<file path="config.mk">
export PLATFORM = sky130hd
export DESIGN_NAME = inv_mix_columns_seq
export DESIGN_NICKNAME = d
export VERILOG_FILES = /design/src/rtl/aes_pkg.sv /design/src/rtl/inv_mix_single_column.sv /design/src/rtl/inv_mix_columns_seq.sv
export SDC_FILE = /design/constraint.sdc
export NUM_CORES = 1
export LEC_CHECK = 0
export BUFFER_PORTS_ARGS = -buffer_cell sky130_fd_sc_hd__buf_2
export CAP_MARGIN = 20
export CORE_UTILIZATION = 45
export DETAILED_ROUTE_END_ITERATION = 16
export PLACE_DENSITY = 0.69
export SKIP_CTS_REPAIR_TIMING = 1
export SYNTH_ARGS = -nofsm -noshare
export SYNTH_HDL_FRONTEND = slang
export SYNTH_SLANG_ARGS = --single-unit
</file>
<file path="constraint.sdc">
create_clock -name clk -period 2.3 [get_ports clk]
set_input_delay 0.46 -clock clk [delete_from_list [all_inputs] [get_ports clk]]
set_output_delay 0.46 -clock clk [all_outputs]
set_load 0.005 [all_outputs]
</file>
<file path="src/rtl/aes_pkg.sv">
// Shared AES datapath definitions: GF(2^8) xtime, state geometry and
// column/byte accessors for the 128-bit state layout (column 0 in the MSBs).
package aes_pkg;

    localparam logic [7:0] AES_POLY    = 8'h1B;
    localparam int         AES_STATE_W = 128;
    localparam int         AES_COL_W   = 32;

    typedef enum logic [1:0] {
        ST_IDLE = 2'd0,
        ST_BUSY = 2'd1,
        ST_DONE = 2'd2
    } imc_state_e;

    function automatic logic [7:0] xtime(input logic [7:0] b);
        return {b[6:0], 1'b0} ^ (b[7] ? AES_POLY : 8'h00);
    endfunction

    function automatic logic [AES_COL_W-1:0] get_col(input logic [AES_STATE_W-1:0] s,
                                                      input logic [1:0] c);
        return s[(AES_STATE_W-1) - AES_COL_W*int'(c) -: AES_COL_W];
    endfunction

    function automatic logic [AES_STATE_W-1:0] set_col(input logic [AES_STATE_W-1:0] s,
                                                        input logic [1:0] c,
                                                        input logic [AES_COL_W-1:0] v);
        logic [AES_STATE_W-1:0] r;
        r = s;
        r[(AES_STATE_W-1) - AES_COL_W*int'(c) -: AES_COL_W] = v;
        return r;
    endfunction

    function automatic logic [7:0] get_byte(input logic [AES_COL_W-1:0] col,
                                            input logic [1:0] r);
        return col[(AES_COL_W-1) - 8*int'(r) -: 8];
    endfunction

endpackage

</file>
<file path="src/rtl/inv_mix_single_column.sv">
// Combinational InvMixColumns of one 32-bit column (row 0 in the MSBs).
module inv_mix_single_column
    import aes_pkg::*;
(
    input  logic [AES_COL_W-1:0] col_i,
    output logic [AES_COL_W-1:0] col_o
);

    logic [7:0] m9_s [4];
    logic [7:0] mb_s [4];
    logic [7:0] md_s [4];
    logic [7:0] me_s [4];

    // Per-byte multiples by 09/0B/0D/0E built from xtime powers.
    always_comb begin
        for (int r = 0; r < 4; r++) begin
            logic [7:0] a, x1, x2, x3;
            a  = get_byte(col_i, 2'(r));
            x1 = xtime(a);
            x2 = xtime(x1);
            x3 = xtime(x2);
            m9_s[r] = x3 ^ a;
            mb_s[r] = x3 ^ x1 ^ a;
            md_s[r] = x3 ^ x2 ^ a;
            me_s[r] = x3 ^ x2 ^ x1;
        end
    end

    // Row r combines a_r..a_(r+3) with the rotated coefficient vector.
    always_comb begin
        col_o = {AES_COL_W{1'b0}};
        for (int r = 0; r < 4; r++) begin
            col_o[(AES_COL_W-1) - 8*r -: 8] = me_s[2'(r)]     ^ mb_s[2'(r + 1)] ^
                                              md_s[2'(r + 2)] ^ m9_s[2'(r + 3)];
        end
    end

endmodule

</file>
<file path="src/rtl/inv_mix_columns_seq.sv">
// Iterative InvMixColumns: captures a state, transforms COLS_PER_CYCLE columns
// per clock, then holds the result until downstream accepts it.
module inv_mix_columns_seq
    import aes_pkg::*;
#(
    parameter int COLS_PER_CYCLE = 1
) (
    input  logic                   clk,
    input  logic                   rst_n,
    input  logic                   in_valid,
    output logic                   in_ready,
    input  logic [AES_STATE_W-1:0] in_state,
    output logic                   out_valid,
    input  logic                   out_ready,
    output logic [AES_STATE_W-1:0] out_state
);

    localparam int         LAT      = 4 / COLS_PER_CYCLE;
    localparam logic [1:0] LAST_GRP = 2'(4 - COLS_PER_CYCLE);
    localparam logic [1:0] CNT_STEP = 2'(COLS_PER_CYCLE);

    generate
        if (!(COLS_PER_CYCLE == 1 || COLS_PER_CYCLE == 2 || COLS_PER_CYCLE == 4)) begin : g_bad_cfg
            $error("inv_mix_columns_seq: COLS_PER_CYCLE must be 1, 2 or 4");
        end
    endgenerate

    imc_state_e             state_q, state_d;
    logic [1:0]             col_cnt_q, col_cnt_d;
    logic [AES_STATE_W-1:0] work_q, work_d;
    logic                   out_valid_q, out_valid_d;
    logic [AES_STATE_W-1:0] out_state_q, out_state_d;

    logic [1:0]           col_idx_s [COLS_PER_CYCLE];
    logic [AES_COL_W-1:0] col_in_s  [COLS_PER_CYCLE];
    logic [AES_COL_W-1:0] col_out_s [COLS_PER_CYCLE];
    logic                 accept_s;

    generate
        for (genvar k = 0; k < COLS_PER_CYCLE; k++) begin : g_col
            assign col_idx_s[k] = col_cnt_q + 2'(k);
            assign col_in_s[k]  = get_col(work_q, col_idx_s[k]);
            inv_mix_single_column u_col (
                .col_i (col_in_s[k]),
                .col_o (col_out_s[k])
            );
        end
    endgenerate

    // Ready is combinational so a DONE result and a new capture share one cycle.
    assign in_ready  = rst_n && ((state_q == ST_IDLE) || ((state_q == ST_DONE) && out_ready));
    assign accept_s  = in_valid && in_ready;
    assign out_valid = out_valid_q;
    assign out_state = out_state_q;

    // Next-state and datapath computation for all registers.
    always_comb begin
        logic [AES_STATE_W-1:0] t;
        state_d     = state_q;
        col_cnt_d   = col_cnt_q;
        work_d      = work_q;
        out_valid_d = out_valid_q;
        out_state_d = out_state_q;
        t           = work_q;
        case (state_q)
            ST_IDLE: begin
                if (accept_s) begin
                    work_d    = in_state;
                    col_cnt_d = 2'd0;
                    state_d   = ST_BUSY;
                end else begin
                    state_d   = ST_IDLE;
                end
            end
            ST_BUSY: begin
                for (int k = 0; k < COLS_PER_CYCLE; k++) begin
                    t = set_col(t, col_idx_s[k], col_out_s[k]);
                end
                work_d = t;
                // Counter saturates on the last group; the result is published here.
                if (col_cnt_q == LAST_GRP) begin
                    state_d     = ST_DONE;
                    out_valid_d = 1'b1;
                    out_state_d = t;
                end else begin
                    col_cnt_d   = col_cnt_q + CNT_STEP;
                end
            end
            ST_DONE: begin
                if (out_ready) begin
                    out_valid_d = 1'b0;
                    if (accept_s) begin
                        work_d    = in_state;
                        col_cnt_d = 2'd0;
                        state_d   = ST_BUSY;
                    end else begin
                        state_d   = ST_IDLE;
                    end
                end else begin
                    state_d = ST_DONE;
                end
            end
            default: begin
                state_d     = ST_IDLE;
                col_cnt_d   = 2'd0;
                out_valid_d = 1'b0;
            end
        endcase
    end

    // Register bank with synchronous active-low reset.
    always_ff @(posedge clk) begin
        if (!rst_n) begin
            state_q     <= ST_IDLE;
            col_cnt_q   <= 2'd0;
            work_q      <= {AES_STATE_W{1'b0}};
            out_valid_q <= 1'b0;
            out_state_q <= {AES_STATE_W{1'b0}};
        end else begin
            state_q     <= state_d;
            col_cnt_q   <= col_cnt_d;
            work_q      <= work_d;
            out_valid_q <= out_valid_d;
            out_state_q <= out_state_d;
        end
    end

    // LAT only documents the BUSY length; the counter end-point realises it.
    logic unused_lat_s;
    assign unused_lat_s = (LAT == 0);

endmodule

</file>
After elaboration in Yosys (flattened, before gate mapping)
Index checks and enable logic that the tools add are counted.
{"block": "totals", "register_bits": 261, "output_inout_bits": 130, "inputBits": 132}
{"block": "classes", "reduce_logical": 10, "n_addsub": 3, "eq_ne": 6, "n_mux": 15, "shifts": 2, "bitwise": 1}
{"op": "$pmux W128 S3", "count": 1}
{"op": "$mux W128", "count": 2}
{"op": "$shift A32 B33 Y159 const A", "count": 1}
{"op": "$shiftx A1 B33 Y159 const A", "count": 1}
{"op": "$bwmux W128", "count": 1}
{"op": "$neg A8 Y33", "count": 1}
{"op": "$pmux W2 S3", "count": 2}
{"op": "$mux W2", "count": 5}
{"op": "$sub A7 B7 Y8 const A", "count": 1}
{"op": "$ne A2 B2 Y1 const B", "count": 3}
{"op": "$reduce_and A2 Y1", "count": 3}
{"op": "$eq A2 B2 Y1 const B", "count": 2}
{"op": "$logic_and A1 B1 Y1", "count": 3}
{"op": "$mux W1", "count": 3}
{"op": "$pmux W1 S3", "count": 1}
{"op": "$reduce_and A3 Y1", "count": 1}
{"op": "$reduce_bool A3 Y1", "count": 1}
{"op": "$add A2 B1 Y2 const B", "count": 1}
{"op": "$eq A2 B1 Y1 const B", "count": 1}
{"op": "$logic_not A2 Y1", "count": 1}
{"op": "$logic_or A1 B1 Y1", "count": 1}
{"op": "$not A1 Y1", "count": 1}

Logic depth before layout (Yosys ltp)
Gate-level depths: netlist of run 1.
{"block": "logic_depth", "depth_word": 8, "ltp_mapped": 7}

Hierarchy
Synthesis of run 1 repeated with hierarchy kept, for this count alone.
{"block": "hier_totals", "hier_cells": 1484, "area_unflattened_um2": 13157.6}
{"module": "inv_mix_columns_seq", "n_inst": 1, "area_per_inst_um2": 12913.6, "cells_each": 1451}
{"module": "inv_mix_single_column", "n_inst": 1, "area_per_inst_um2": 244.0, "cells_each": 33}

Worst setup path after synthesis of run 1
No wires, ideal clock.
{"block": "synth_path", "path_kind": "register to register", "from": "reg col_cnt_q[0]", "to": "reg work_q[34]", "arrival_ns": 1.599, "t_required_ns": 2.241, "stages_incl_launch_ff": 7, "period_less_slack_ns": 1.657, "slack_ns": 0.643, "path_cell_list": "dfxtp_1 inv_1 ha_1 mux2_2 a211oi_4 buf_6 a22o_1"}
{"block": "synth_via", "elab_chain_len": 5}
{"element": "from (decl)", "line_no": "inv_mix_columns_seq.sv:29", "source": "logic [1:0] col_cnt_q, col_cnt_d;"}
{"element": "from (signal assigned)", "line_no": "inv_mix_columns_seq.sv:121", "source": "col_cnt_q <= col_cnt_d;"}
{"element": "$sub A7 B7 Y8 (*)", "line_no": "aes_pkg.sv:29", "source": "r[(AES_STATE_W-1) - AES_COL_W*int'(c) -: AES_COL_W] = v;"}
{"element": "$neg A8 Y33 (*)", "line_no": "aes_pkg.sv:29"}
{"element": "$shift A32 B33 Y159 / $shiftx A1 B33 Y159 (equally long branches)", "line_no": "aes_pkg.sv:29"}
{"element": "$bwmux W128 (*)", "line_no": "aes_pkg.sv:29"}
{"element": "$pmux W128 S3 (*)", "line_no": "inv_mix_columns_seq.sv:65", "source": "case (state_q)"}
{"element": "to (signal assigned)", "line_no": "inv_mix_columns_seq.sv:116", "source": "work_q <= {AES_STATE_W{1'b0}};"}
{"element": "to (signal assigned)", "line_no": "inv_mix_columns_seq.sv:122", "source": "work_q <= work_d;"}
{"element": "to (decl)", "line_no": "inv_mix_columns_seq.sv:30", "source": "logic [AES_STATE_W-1:0] work_q, work_d;"}
Every way passes the cells marked *; elsewhere a longest branch is shown, timed or not.
A chain may end at the register's enable or synchronous reset.

Worst setup path in the final report of run 1
{"block": "layout_path", "from": "reg state_q[0]", "to": "out in_ready"}
{"block": "layout_via", "elab_chain_len": 4}
{"element": "from (decl)", "line_no": "inv_mix_columns_seq.sv:28", "source": "imc_state_e state_q, state_d;"}
{"element": "from (signal assigned)", "line_no": "inv_mix_columns_seq.sv:120", "source": "state_q <= state_d;"}
{"element": "$eq A2 B2 Y1", "line_no": "inv_mix_columns_seq.sv:51", "source": "assign in_ready = rst_n && ((state_q == ST_IDLE) || ((state_q == ST_DONE) && out_ready));"}
{"element": "$logic_and A1 B1 Y1", "line_no": "inv_mix_columns_seq.sv:51"}
{"element": "$logic_or A1 B1 Y1 (*)", "line_no": "inv_mix_columns_seq.sv:51"}
{"element": "$logic_and A1 B1 Y1 (*)", "line_no": "inv_mix_columns_seq.sv:51"}
{"element": "to (decl)", "line_no": "inv_mix_columns_seq.sv:11", "source": "output logic in_ready,"}
Marked as above.

==> results of run 1 <==
-- registers in the layout (all words and copies together) (netlist names) --
| signal | count |
|---|---|
| out_valid | 1 |
| out_state | 128 |
| col_cnt_q | 2 |
| work_q | 96 |
| state_q | 2 |
-- cells by family after synthesis --
| group | Yosys count | synth area share (%) |
|---|---|---|
| compound gates | 204 | 18.7 |
| fa+ha+maj | 4 | 0.629 |
| buf+inv | 74 | 5.00 |
| flops | 229 | 57.6 |
| mux | 3 | 0.519 |
| simple gates | 242 | 17.6 |
-- metrics by stage --
step / util [%] / setup WS, ns / power [mW]
floorplan: - / 0.643 / 4.53
global placement: 53.3 / 0.509 / 4.69
detailed placement: 53.3 / 0.468 / 4.70
CTS: 57.9 / 0.257 / 8.55
global route: 57.9 / 0.190 / 8.75
finish: 57.9 / 0.285 / 8.45
-- final cells by class --
| class | instances | share of cell area (%) |
|---|---|---|
| clock buffers | 39 | 7.38 |
| flip-flops and latches | 229 | 45.8 |
| clock inverters | 5 | 0.575 |
| repair buffers | 245 | 13.4 |
| multi-input cells | 453 | 29.9 |
| inverters | 4 | 0.163 |
| well taps | 225 | 2.81 |
-- power by group through the flow --
stage          combinational [mW]  clock [mW]  sequential (mW)
5_1_grt                     0.515        4.09             4.15
4_1_cts                     0.478        3.93             4.14
2_1_floorplan               0.327           0             4.20
3_5_place_dp                0.477           0             4.22
3_3_place_gp                0.469           0             4.22
6_report                    0.471        3.84             4.14
-- routing by layer --
metal  share of wire (%)  wire (um)  vias to the layer above
met4                 1.7        343                        0
met3                 6.2       1220                       29
met5                   0          0                        -
met1                  45       8910                     2954
li1                    -          -                     3077
met2                  47       9130                      171
-- worst max-delay path: cells and delay by family (launching register included) --
family / cells / cell delay (ns)
AND/OR/NAND/NOR: 2 / 0.34
flip-flops: 1 / 0.56
buffers and inverters: 1 / 0.15
-- worst max path at each step --
| stage | start | to | slack, ns | cells past startpoint |
|---|---|---|---|---|
| after floorplan | col_cnt_q[0] | work_q[34] | 0.64 | 6 |
| after global placement | col_cnt_q[1] | work_q[84] | 0.51 | 6 |
| after detailed placement | col_cnt_q[1] | work_q[82] | 0.47 | 6 |
| after CTS | state_q[0] | in_ready | 0.26 | 3 |
| after global routing | state_q[0] | in_ready | 0.19 | 3 |
| final | state_q[0] | in_ready | 0.28 | 3 |
-- synth_stat cells, drive strengths merged (2+ instances only) --
cell	n	area (sq um)
buf	39	267
nor2	3	11.3
nand2b	4	25.0
mux2	3	41.3
a22o	96	895
ha	4	50.1
a211oi	3	60.1
dfxtp	229	4580
clkbuf	31	116
nand3b	98	736
and3b	2	21.3
nand2	98	368
and3	32	200
a21oi	101	505
inv	4	15.0
-- layout by cell type, fill, tap and decap left out --
cell	n
dfxtp_1	229
buf_2	229
a21oi_1	101
nand3b_1	98
nand2_1	98
a22o_1	53
a22o_2	43
and3_1	32
clkbuf_16	25
buf_4	10
clkbuf_1	8
clkbuf_8	6
buf_12	6
nand2b_1	4
ha_1	4
inv_1	3
nor2_1	3
clkinv_2	3
a211oi_4	3
and3b_4	2
mux2_4	2
inv_6	2
nor2b_1	1
or2b_1	1
o21a_1	1
nor3b_4	1
mux2_2	1
nor3_1	1
a211o_1	1
or3_1	1
a21o_1	1
o21ai_0	1
bufinv_16	1
==> flow_metrics.env, run 1 <==
export IMPL_p_leak_nw=4.36
export IMPL_antenna_found_initial=0
export IMPL_die_h_um=135
export IMPL_hold_viol=0
export IMPL_worstPathCellList="nand2b_1, nor2_1, buf_2"
export IMPL_wl_um=19600
export IMPL_initial_core_util_pct=46.0
export IMPL_n_antenna_cell=0
export IMPL_switching_power_mw=1.82
export IMPL_synthFlopType="dfxtp_1"
export IMPL_critPathCaptureType="output port"
export IMPL_fin_setup_tns_ns=0
export IMPL_multi_input_area_sq_um=2990
export IMPL_clock_skew_final_ns=0.0134
export IMPL_die_w_um=135
export IMPL_hold_depth=2
export IMPL_maxSlewHeadroom_pct=58.6
export IMPL_worst_path_max_delay_cell="dfxtp_1"
export IMPL_stdcell_count=1200
export IMPL_fin_area_sq_um=10000
export IMPL_max_stage_delay_ns=0.56
export IMPL_r2r_start="col_cnt_q[1]"
export IMPL_nets=1094
export IMPL_fillers=1511
export IMPL_max_cap_violations=0
export IMPL_use_met1_pct=27.4
export IMPL_tightest_slew_ns=0.621
export IMPL_ctsHtreeMaxLevel=1
export IMPL_synth_area_per_cell_sq_um=10.5
export IMPL_area_growth_pct=25.7
export IMPL_pwr_share_clk_pct=45.4
export IMPL_dieArea_sq_um=18200
export IMPL_grt_use_met2_pct=34.6
export IMPL_dpl_instance_area_sq_um=9210
export IMPL_power_density_nw_per_um2=844
export IMPL_vias=6231
export IMPL_rsz0062_at_grt="no"
export IMPL_clkTransAtPathRegs_ns=0.06
export IMPL_synth_cells=756
export IMPL_dpl_cell_count=1156
export IMPL_status="completed"
export IMPL_worstHoldEndpoint="work_q[86]"
export IMPL_post_dp_hpwl_um=11600
export IMPL_worst_r2r_cell_count=6
export IMPL_path_class="reg -> out"
export IMPL_synth_area_sq_um=7960
export IMPL_start_kind="flip-flop"
export IMPL_p_seq_share_pct=49.0
export IMPL_layout_drive_gt1_share_pct=34.3
export IMPL_cts_tree="built"
export IMPL_required_ns=1.84
export IMPL_fmax_mhz=496
export IMPL_busiest_layer="met2"
export IMPL_rows=48
export IMPL_gp_congestion=0.731
export IMPL_ys_types=30
export IMPL_ff2ff_setup_slack_ns=0.46
export IMPL_finalSetupViolations=0
export IMPL_grt_pass1_wl_um=30800
export IMPL_crit_arrival_ns=1.56
export IMPL_grt_util_met3_pct=4.65
export IMPL_clockBufferDepth=3
export IMPL_ir_drop_mv=0.577
export IMPL_ioPinCount=262
export IMPL_syn_nets=892
export IMPL_clk_latency_ns=0.51
export IMPL_drt_iter0_markers=272
export IMPL_crit_path_max_fanout=12
export IMPL_hp_class="in -> reg"
export IMPL_p_comb_share_pct=5.6
export IMPL_root_buffer="clkbuf_16"
export IMPL_post_route_drc_count=0
export IMPL_synth_edff_count=0
export IMPL_drv_slew=0
export IMPL_grt_overflow=0
export IMPL_cts_buffers=25
export IMPL_hp_start="in_state[86]"
export IMPL_seq_area_frac_synth_pct=57.6
export IMPL_grt_pass1_vias=5858
export IMPL_grt_max_degree=66
export IMPL_dr_pass1_iters=4
export IMPL_async_flop_share_pct=0
export IMPL_seqCellArea_sq_um=4580
export IMPL_period_needed_ns=2.02
export IMPL_viasPerCell=5.19
export IMPL_yosys_warnings=0
export IMPL_wl_per_cell_um=16.3
export IMPL_ys_ff_latch=229
export IMPL_intPower_mw=6.62
export IMPL_worst_r2r_endpoint="work_q[85]"
export IMPL_post_route_period_util_pct=87.6
export IMPL_core_area_sq_um=17300
export IMPL_switching_share_pct=21.6
export IMPL_grt_total_usage_pct=20.9
export IMPL_detail_route_antenna_nets=0
export IMPL_cts_num_sinks=229
export IMPL_portBuffers=229
export IMPL_hold_ws_ns=0.160
Power figures use the tool's default switching activity.
==> inputs of run 2 (changes only) <==
--- a/config.mk
+++ b/config.mk
@@ -5,11 +5,13 @@
 export SDC_FILE = /design/constraint.sdc
 export NUM_CORES = 1
 export LEC_CHECK = 0
-export BUFFER_PORTS_ARGS = -buffer_cell sky130_fd_sc_hd__buf_2
+export BUFFER_PORTS_ARGS = -buffer_cell sky130_fd_sc_hd__buf_4
 export CAP_MARGIN = 20
-export CORE_UTILIZATION = 45
+export CELL_PAD_IN_SITES_DETAIL_PLACEMENT = 0
+export CELL_PAD_IN_SITES_GLOBAL_PLACEMENT = 1
+export CORE_UTILIZATION = 37
 export DETAILED_ROUTE_END_ITERATION = 16
-export PLACE_DENSITY = 0.69
+export PLACE_DENSITY = 0.75
 export SKIP_CTS_REPAIR_TIMING = 1
 export SYNTH_ARGS = -nofsm -noshare
 export SYNTH_HDL_FRONTEND = slang
==> flow_metrics.env, run 2 (synthesis gave the netlist of run 1 again) <==
export IMPL_tightest_slew_ns=0.662
export IMPL_status="completed"
export IMPL_post_dp_hpwl_um=12800
export IMPL_worst_r2r_cell_count=5
export IMPL_largest_reg_flops=128
export IMPL_final_common_cell="buf_4"
export IMPL_grt_total_usage_pct=18.6
export IMPL_vias=6254
export IMPL_max_stage_delay_ns=0.55
export IMPL_gp_congestion=0.735
export IMPL_root_buffer="clkbuf_16"
export IMPL_use_met1_pct=24.1
export IMPL_grt_overflow=0
export IMPL_initial_core_util_pct=37.8
export IMPL_power_density_nw_per_um2=825
export IMPL_fmax_mhz=497
export IMPL_grt_max_degree=78
export IMPL_nets=1097
export IMPL_path_class="reg -> out"
export IMPL_period_needed_ns=2.01
export IMPL_drv_slew=0
export IMPL_die_w_um=149
export IMPL_core_area_sq_um=21100
export IMPL_stdcell_count=1254
export IMPL_clk_latency_ns=0.52
export IMPL_start_kind="flip-flop"
export IMPL_drt_iter0_markers=230
export IMPL_clkTransAtPathRegs_ns=0.06
export IMPL_n_antenna_cell=0
export IMPL_hold_ws_ns=0.156
export IMPL_max_cap_violations=0
export IMPL_hold_depth=2
export IMPL_cts_num_sinks=229
export IMPL_dieArea_sq_um=22100
export IMPL_grt_pass1_vias=6128
export IMPL_wl_um=21200
export IMPL_p_total_mw=8.89
export IMPL_dr_pass1_iters=4
export IMPL_maxSlewHeadroom_pct=55.8
export IMPL_antenna_found_initial=0
export IMPL_ioPinCount=262
export IMPL_worstPathCellList="nand2b_1, nor2_1, buf_4"
export IMPL_hold_viol=0
export IMPL_cts_buffers=26
export IMPL_crit_family="flip-flops"
export IMPL_hp_class="in -> reg"
export IMPL_grt_pass1_wl_um=32900
export IMPL_worst_path_buf_inv=1
export IMPL_clock_skew_final_ns=0.00719
export IMPL_rsz0062_at_grt="no"
export IMPL_fillers=1980
export IMPL_grt_use_met2_pct=30.3
export IMPL_rows=53
export IMPL_portBuffers=229
export IMPL_required_ns=1.84
export IMPL_viasPerCell=4.99
export IMPL_ctsHtreeMaxLevel=1
export IMPL_cts_tree="built"
export IMPL_layout_drive_gt1_share_pct=34.8
export IMPL_grt_util_met3_pct=5.34
export IMPL_area_growth_pct=35.3
export IMPL_path_depth=3
export IMPL_p_leak_nw=4.49
export IMPL_finalSetupViolations=0
export IMPL_final_cell_mix="239 x buf_4, 229 x dfxtp_1, 101 x a21oi_1, 98 x nand3b_1, 98 x nand2_1"
export IMPL_fin_setup_tns_ns=0
export IMPL_busiest_layer="met2"
export IMPL_die_h_um=149
export IMPL_ir_drop_mv=0.449
export IMPL_post_route_drc_count=0
export IMPL_dpl_cell_count=1208
export IMPL_crit_arrival_ns=1.55
export IMPL_wl_per_cell_um=16.9
export IMPL_post_route_period_util_pct=87.5
export IMPL_critPathCaptureType="output port"
export IMPL_crit_path_max_fanout=12
export IMPL_worst_path_max_delay_cell="dfxtp_1"
export IMPL_clockBufferDepth=3
export IMPL_detail_route_antenna_nets=0
## run 2: cell count changes in the layout (fill, tap and decap cells not counted), sizes merged
| cell | delta |
|---|---|
| buf | +2 |
| bufinv | +2 |
| clkbuf | -2 |
| clkinv | +3 |
| clkinvlp | +1 |
| inv | -2 |
## run 2: worst reg2reg max path, cell delays in order, from the launching register on
cell and delay (ns):
dfxtp_1 0.43, ha_1 0.31, and3b_4 0.42, buf_4 0.30
nand3b_1 0.11, a21oi_1 0.15
## run 2: final timing paths
path                                     start        endpoint  slack (ns)
worst max-delay path                state_q[0]        in_ready        0.29
worst min-delay path              in_state[80]      work_q[80]        0.16
worst min register to register  out_state[123]  out_state[123]        0.45
worst max register to register    col_cnt_q[0]  out_state[115]        0.51
## run 2: cell type report
cell class	count	area [sq um]	share of cell area, %
flip-flops and latches	229	4580	42.6
multi-input cells	453	2990	27.7
repair buffers	247	1950	18.1
clock buffers	37	763	7.08
well taps	275	344	3.19
clock inverters	9	123	1.14
inverters	4	16.3	0.151
## run 2: through the flow
stage	area, sq um	setup slack (ns)	utilization, %
detailed placement	9890	0.514	46.9
global route	10800	0.213	51.1
global placement	9890	0.553	46.9
floorplan	7960	0.643	-
CTS	10800	0.269	51.1
finish	10800	0.288	51.1
## run 2: metal layers
metal | up-vias | wire (um) | part of all wire, %
met2 | 181 | 9780 | 46
li1 | 3087 | - | -
met1 | 2970 | 9530 | 45
met5 | - | 0 | 0
met3 | 16 | 1610 | 7.6
met4 | 0 | 225 | 1.1
## run 2: power by group
group | total [mW] | switching [mW] | leakage (nW) | internal, mW
sequential | 4.14 | 0.0620 | 1.86 | 4.07
combinational | 0.532 | 0.241 | 2.20 | 0.292
clock | 4.22 | 1.59 | 0.437 | 2.63
total | 8.89 | 1.89 | 4.49 | 7.00
